===== src/rtl/serial_sub.sv =====
// Bit-serial subtractor: computes a - b LSB first, one bit per clock, with a single
// borrow flip-flop; reports the difference, final borrow and signed overflow.
module serial_sub #(
    parameter int W = 8
) (
    input  logic         clk,
    input  logic         rst_n,
    input  logic         start,
    input  logic [W-1:0] a,
    input  logic [W-1:0] b,
    output logic         busy,
    output logic         done,
    output logic [W-1:0] d,
    output logic         bout,
    output logic         ovf
);

    localparam int CW = (W > 2) ? $clog2(W) : 1;
    localparam logic [CW-1:0] LAST_BIT = CW'(W - 1);

    typedef enum logic [1:0] {
        IDLE = 2'd0,
        RUN  = 2'd1,
        DONE = 2'd2
    } state_t;

    state_t         state_q, state_d;
    logic [W-1:0]   a_sh_q, a_sh_d;
    logic [W-1:0]   b_sh_q, b_sh_d;
    logic [W-1:0]   res_q, res_d;
    logic           br_q, br_d;
    logic [CW-1:0]  cnt_q, cnt_d;
    logic           busy_q, busy_d;
    logic           done_q, done_d;
    logic [W-1:0]   d_q, d_d;
    logic           bout_q, bout_d;
    logic           ovf_q, ovf_d;
    logic [1:0]     step_s;
    logic           diff_s;
    logic           br_nx_s;

    // Full-subtractor cell: returns {borrow_out, diff}.
    function automatic logic [1:0] sub_bit(input logic ai, input logic bi, input logic bri);
        logic di;
        logic bo;
        di = ai ^ bi ^ bri;
        bo = (~ai & bi) | (~(ai ^ bi) & bri);
        return {bo, di};
    endfunction

    assign step_s  = sub_bit(a_sh_q[0], b_sh_q[0], br_q);
    assign diff_s  = step_s[0];
    assign br_nx_s = step_s[1];

    assign busy = busy_q;
    assign done = done_q;
    assign d    = d_q;
    assign bout = bout_q;
    assign ovf  = ovf_q;

    // Next-state and datapath control for the IDLE/RUN/DONE sequencer.
    always_comb begin
        state_d = state_q;
        a_sh_d  = a_sh_q;
        b_sh_d  = b_sh_q;
        res_d   = res_q;
        br_d    = br_q;
        cnt_d   = cnt_q;
        busy_d  = 1'b0;
        done_d  = 1'b0;
        d_d     = d_q;
        bout_d  = bout_q;
        ovf_d   = ovf_q;
        case (state_q)
            IDLE, DONE: begin
                if (start) begin
                    a_sh_d  = a;
                    b_sh_d  = b;
                    br_d    = 1'b0;
                    cnt_d   = '0;
                    busy_d  = 1'b1;
                    state_d = RUN;
                end else begin
                    state_d = IDLE;
                end
            end
            RUN: begin
                a_sh_d = {1'b0, a_sh_q[W-1:1]};
                b_sh_d = {1'b0, b_sh_q[W-1:1]};
                res_d  = {diff_s, res_q[W-1:1]};
                br_d   = br_nx_s;
                cnt_d  = cnt_q + CW'(1);
                if (cnt_q == LAST_BIT) begin
                    // Operand MSBs are still in bit 0 of the shifters on the last step.
                    d_d     = {diff_s, res_q[W-1:1]};
                    bout_d  = br_nx_s;
                    ovf_d   = (a_sh_q[0] != b_sh_q[0]) && (diff_s != a_sh_q[0]);
                    done_d  = 1'b1;
                    state_d = DONE;
                end else begin
                    busy_d  = 1'b1;
                end
            end
            default: begin
                state_d = IDLE;
            end
        endcase
    end

    // State and output registers with asynchronous clear.
    always_ff @(posedge clk or negedge rst_n) begin
        if (!rst_n) begin
            state_q <= IDLE;
            a_sh_q  <= '0;
            b_sh_q  <= '0;
            res_q   <= '0;
            br_q    <= 1'b0;
            cnt_q   <= '0;
            busy_q  <= 1'b0;
            done_q  <= 1'b0;
            d_q     <= '0;
            bout_q  <= 1'b0;
            ovf_q   <= 1'b0;
        end else begin
            state_q <= state_d;
            a_sh_q  <= a_sh_d;
            b_sh_q  <= b_sh_d;
            res_q   <= res_d;
            br_q    <= br_d;
            cnt_q   <= cnt_d;
            busy_q  <= busy_d;
            done_q  <= done_d;
            d_q     <= d_d;
            bout_q  <= bout_d;
            ovf_q   <= ovf_d;
        end
    end

endmodule

===== config.mk =====
export PLATFORM = sky130hd
export DESIGN_NAME = serial_sub
export DESIGN_NICKNAME = d
export VERILOG_FILES = /design/src/rtl/serial_sub.sv
export SDC_FILE = /design/constraint.sdc
export NUM_CORES = 1
export LEC_CHECK = 0
export BUFFER_PORTS_ARGS = -buffer_cell sky130_fd_sc_hd__buf_2
export CORE_MARGIN = 1.5
export CORE_UTILIZATION = 30
export CTS_CLUSTER_DIAMETER = 30
export DETAILED_ROUTE_END_ITERATION = 16
export GPL_TIMING_DRIVEN = 0
export PLACE_DENSITY_LB_ADDON = 0.1
export SYNTH_ARGS = -nofsm -noshare
export SYNTH_HDL_FRONTEND = slang
export SYNTH_SLANG_ARGS = --single-unit

===== constraint.sdc =====
create_clock -name clk -period 2.35 [get_ports clk]
set_clock_uncertainty 0.1 [all_clocks]
set_input_delay 0 -clock clk [delete_from_list [all_inputs] [get_ports clk]]
set_output_delay 0 -clock clk [all_outputs]
set_load 0.01 [all_outputs]

==> flow_metrics.tcl <==
set metrics [dict create \
    setup_tns_ps 0 \
    cp.arrival_ps 1730 \
    final_area_um2 2260 \
    die-area_um2 6230 \
    fillers 567 \
    io_pins 31 \
    cts-htree-levels 2 \
    grt_use_total_pct 13.0 \
    critPathLaunch "cnt_q[0]" \
    crit_path_end "bout" \
    ant_nets 0 \
    gr-total-overflow 0 \
    end_kind "register" \
    cts_tree "done" \
    antenna_found_initial 0 \
    cts.clk_slew.worst_paths_ps 80 \
    fp-row-count 27 \
    power_density_nw_per_um2 1330 \
    layout.nets 224 \
    synth_area_per_cell_um2 11.8 \
    drc 0 \
    final-setup-viol-count 0 \
    hold_path.class "in -> reg" \
    fin_crit_ps 1660 \
    worstReg2RegStart "cnt_q[0]" \
    wl_per_cell_um 12.9 \
    ys_ff_latch 41 \
    drt_pass1_iterations 4 \
    diodes 0 \
    start_util_pct 31.2 \
    grt_pass1_vias 1280 \
    hold_violations 0 \
    timing.final.crit_share_pct 70.7 \
    maxSlewViolCount 0 \
    grt_setup_unrepaired "false" \
    drv_cap 0 \
    path_class "reg -> reg" \
    startpoint_type "register" \
    post_route_cells_drive_above_1_share_pct 29.7 \
    clock_sinks 41 \
    fin_hold_ws_ps 133 \
    syn_inst 147 \
    syn_area_um2 1730 \
    tightestPinTransition_ps 915 \
    via_per_inst 4.55 \
    clk-insertion-delay-late_ps 290 \
    wl_um 3540 \
    clock.fmax_mhz 601 \
    fp.dieH_um 78.9 \
    die_x_um 78.9 \
    r2r_slack_ps 690 \
    ys_types 27 \
    hpwl_um 2320 \
    grt_max_degree 42 \
    finalWeightedCongestion 0.709 \
    place_area_um2 1970 \
    ys_warn_count 0 \
    area_delta_synth_final_pct 30.5 \
    core_area_um2 5540 \
    cts-root-buf "clkbuf_8" \
    cts_buffer_depth 2 \
    slew_headroom_pct 39.0 \
    cts_buffers 5 \
    crit_fanout 10 \
    seq_area_frac_synth_pct 59.3 \
    status "finished, final reports clean" \
    post_cts_resized 0 \
    synthesis.nets 170 \
    drt_iter0_drc 52 \
    grt_pass1_wl_um 6020 \
    ff2ff_path_depth 5 \
    required_ps 2420 \
    worst_r2r_endpoint "bout" \
    ir_worst_vdd_uv 465 \
    vias 1246 \
    p_leak_uw 0.00111 \
    port_buffers 30 \
]
-- per-layer routing --
layer / part of all wire [%] / global-route usage, % / wire [um]
met2: 48 / 21.5 / 1710
met4: 1.7 / 6.49 / 59
met3: 4.9 / 3.68 / 173
met5: 0 / 0 / 0
met1: 45 / 15.5 / 1590
-- registers in the layout, summed over array words and instances (netlist names) --
name / flops
ovf: 1
res_q: 7
state_q: 2
cnt_q: 3
bout: 1
b_sh_q: 8
br_q: 1
a_sh_q: 8
busy: 1
done: 1
d: 8
-- timing repair --
item,in CTS,in global routing
hold buffers,17,0
buffers inserted,0,0
hold endpoints to repair,57,0
-- synth_stat cells --
| cell type | count | area (um2) |
|---|---|---|
| a22o_2 | 2 | 20.0 |
| ha_1 | 3 | 37.5 |
| nand3_1 | 1 | 5.00 |
| a22o_1 | 3 | 26.3 |
| buf_6 | 4 | 45.0 |
| o21ai_0 | 4 | 20.0 |
| and2b_4 | 1 | 10.0 |
| fa_1 | 1 | 20.0 |
| clkbuf_8 | 1 | 13.8 |
| a21oi_1 | 1 | 5.00 |
| nand3b_4 | 1 | 20.0 |
| buf_2 | 2 | 10.0 |
| dfrtp_1 | 41 | 1030 |
| mux2_4 | 4 | 60.1 |
| nand2_1 | 21 | 78.8 |
| o31ai_1 | 1 | 7.51 |
| xor2_1 | 1 | 8.76 |
| nor2_4 | 1 | 11.3 |
| nor2b_1 | 1 | 6.26 |
| nor2_1 | 13 | 48.8 |
| nor3_1 | 13 | 65.1 |
| o21ai_1 | 1 | 5.00 |
| o22ai_1 | 14 | 87.6 |
| mux2_2 | 4 | 45.0 |
| buf_4 | 3 | 22.5 |
| inv_1 | 3 | 11.3 |
| nand2b_1 | 2 | 12.5 |
-- worst max-delay path: stages, from the launching register on --
cell and delay [ps]:
dfrtp_1 400, ha_1 200, ha_1 230, nand3b_4 140
buf_6 170, mux2_4 300
-- layout make-up --
type	instances	area (um2)	share of cell area, %
Clock buffer	7	86.3	3.83
Sequential cell	41	1030	45.5
Clock inverter	1	30.0	1.33
Tap cell	72	90.1	3.99
Timing Repair Buffer	47	320	14.2
Inverter	3	11.3	0.499
Buffer	10	91.3	4.05
Multi-Input combinational cell	93	601	26.6
-- where the power goes --
part | switching, uW | total (uW) | leakage [uW] | internal [uW]
Combinational | 613 | 1200 | 0.000548 | 582
Clock | 238 | 584 | 0.0000585 | 346
Sequential | 193 | 1230 | 0.000506 | 1040
Total | 1040 | 3010 | 0.00111 | 1970
-- kinds of logic after synthesis --
logic type | Yosys count | synth area share (%)
and+or+nand+nor | 54 | 14.9
DFF | 41 | 59.3
AOI/OAI and AO/OA | 26 | 9.91
buffers and inverters | 13 | 5.93
muxes | 8 | 6.08
adders and majority gates | 4 | 3.33
xor gates and xnor gates | 1 | 0.507
-- stage by stage --
| stage | instances | worst slack [ps] | utilization, % | power, uW |
|---|---|---|---|---|
| 2_1_floorplan | 147 | 805 | - | 2090 |
| 3_3_place_gp | 249 | 705 | 35.5 | 2400 |
| 3_5_place_dp | 249 | 705 | 35.5 | 2440 |
| 4_1_cts | 274 | 675 | 40.7 | 3060 |
| 5_1_grt | 274 | 634 | 40.7 | 3290 |
| 6_report | 274 | 687 | 40.7 | 3010 |
-- how the worst min path moves through the flow --
stage	cells past startpoint	slack, ps	from	end
after floorplan	0	-400	rst_n	a_sh_q[0]
after global placement	1	90	rst_n	done
after detailed placement	1	90	rst_n	done
after CTS	5	140	start	a_sh_q[2]
after global routing	5	180	start	a_sh_q[6]
final	5	130	start	a_sh_q[2]
-- cell usage in the layout, fill, tap and decap left out, drive strengths merged, types with 2 or more instances in the layout --
master,n
dfrtp,41
buf,39
nand2,21
dlygate4sd3,17
o22ai,14
nor2,14
nor3,13
clkbuf,8
mux2,8
o21ai,5
a22o,5
inv,3
ha,3
nand2b,2
Note: power is estimated with default switching activity, not from simulation.
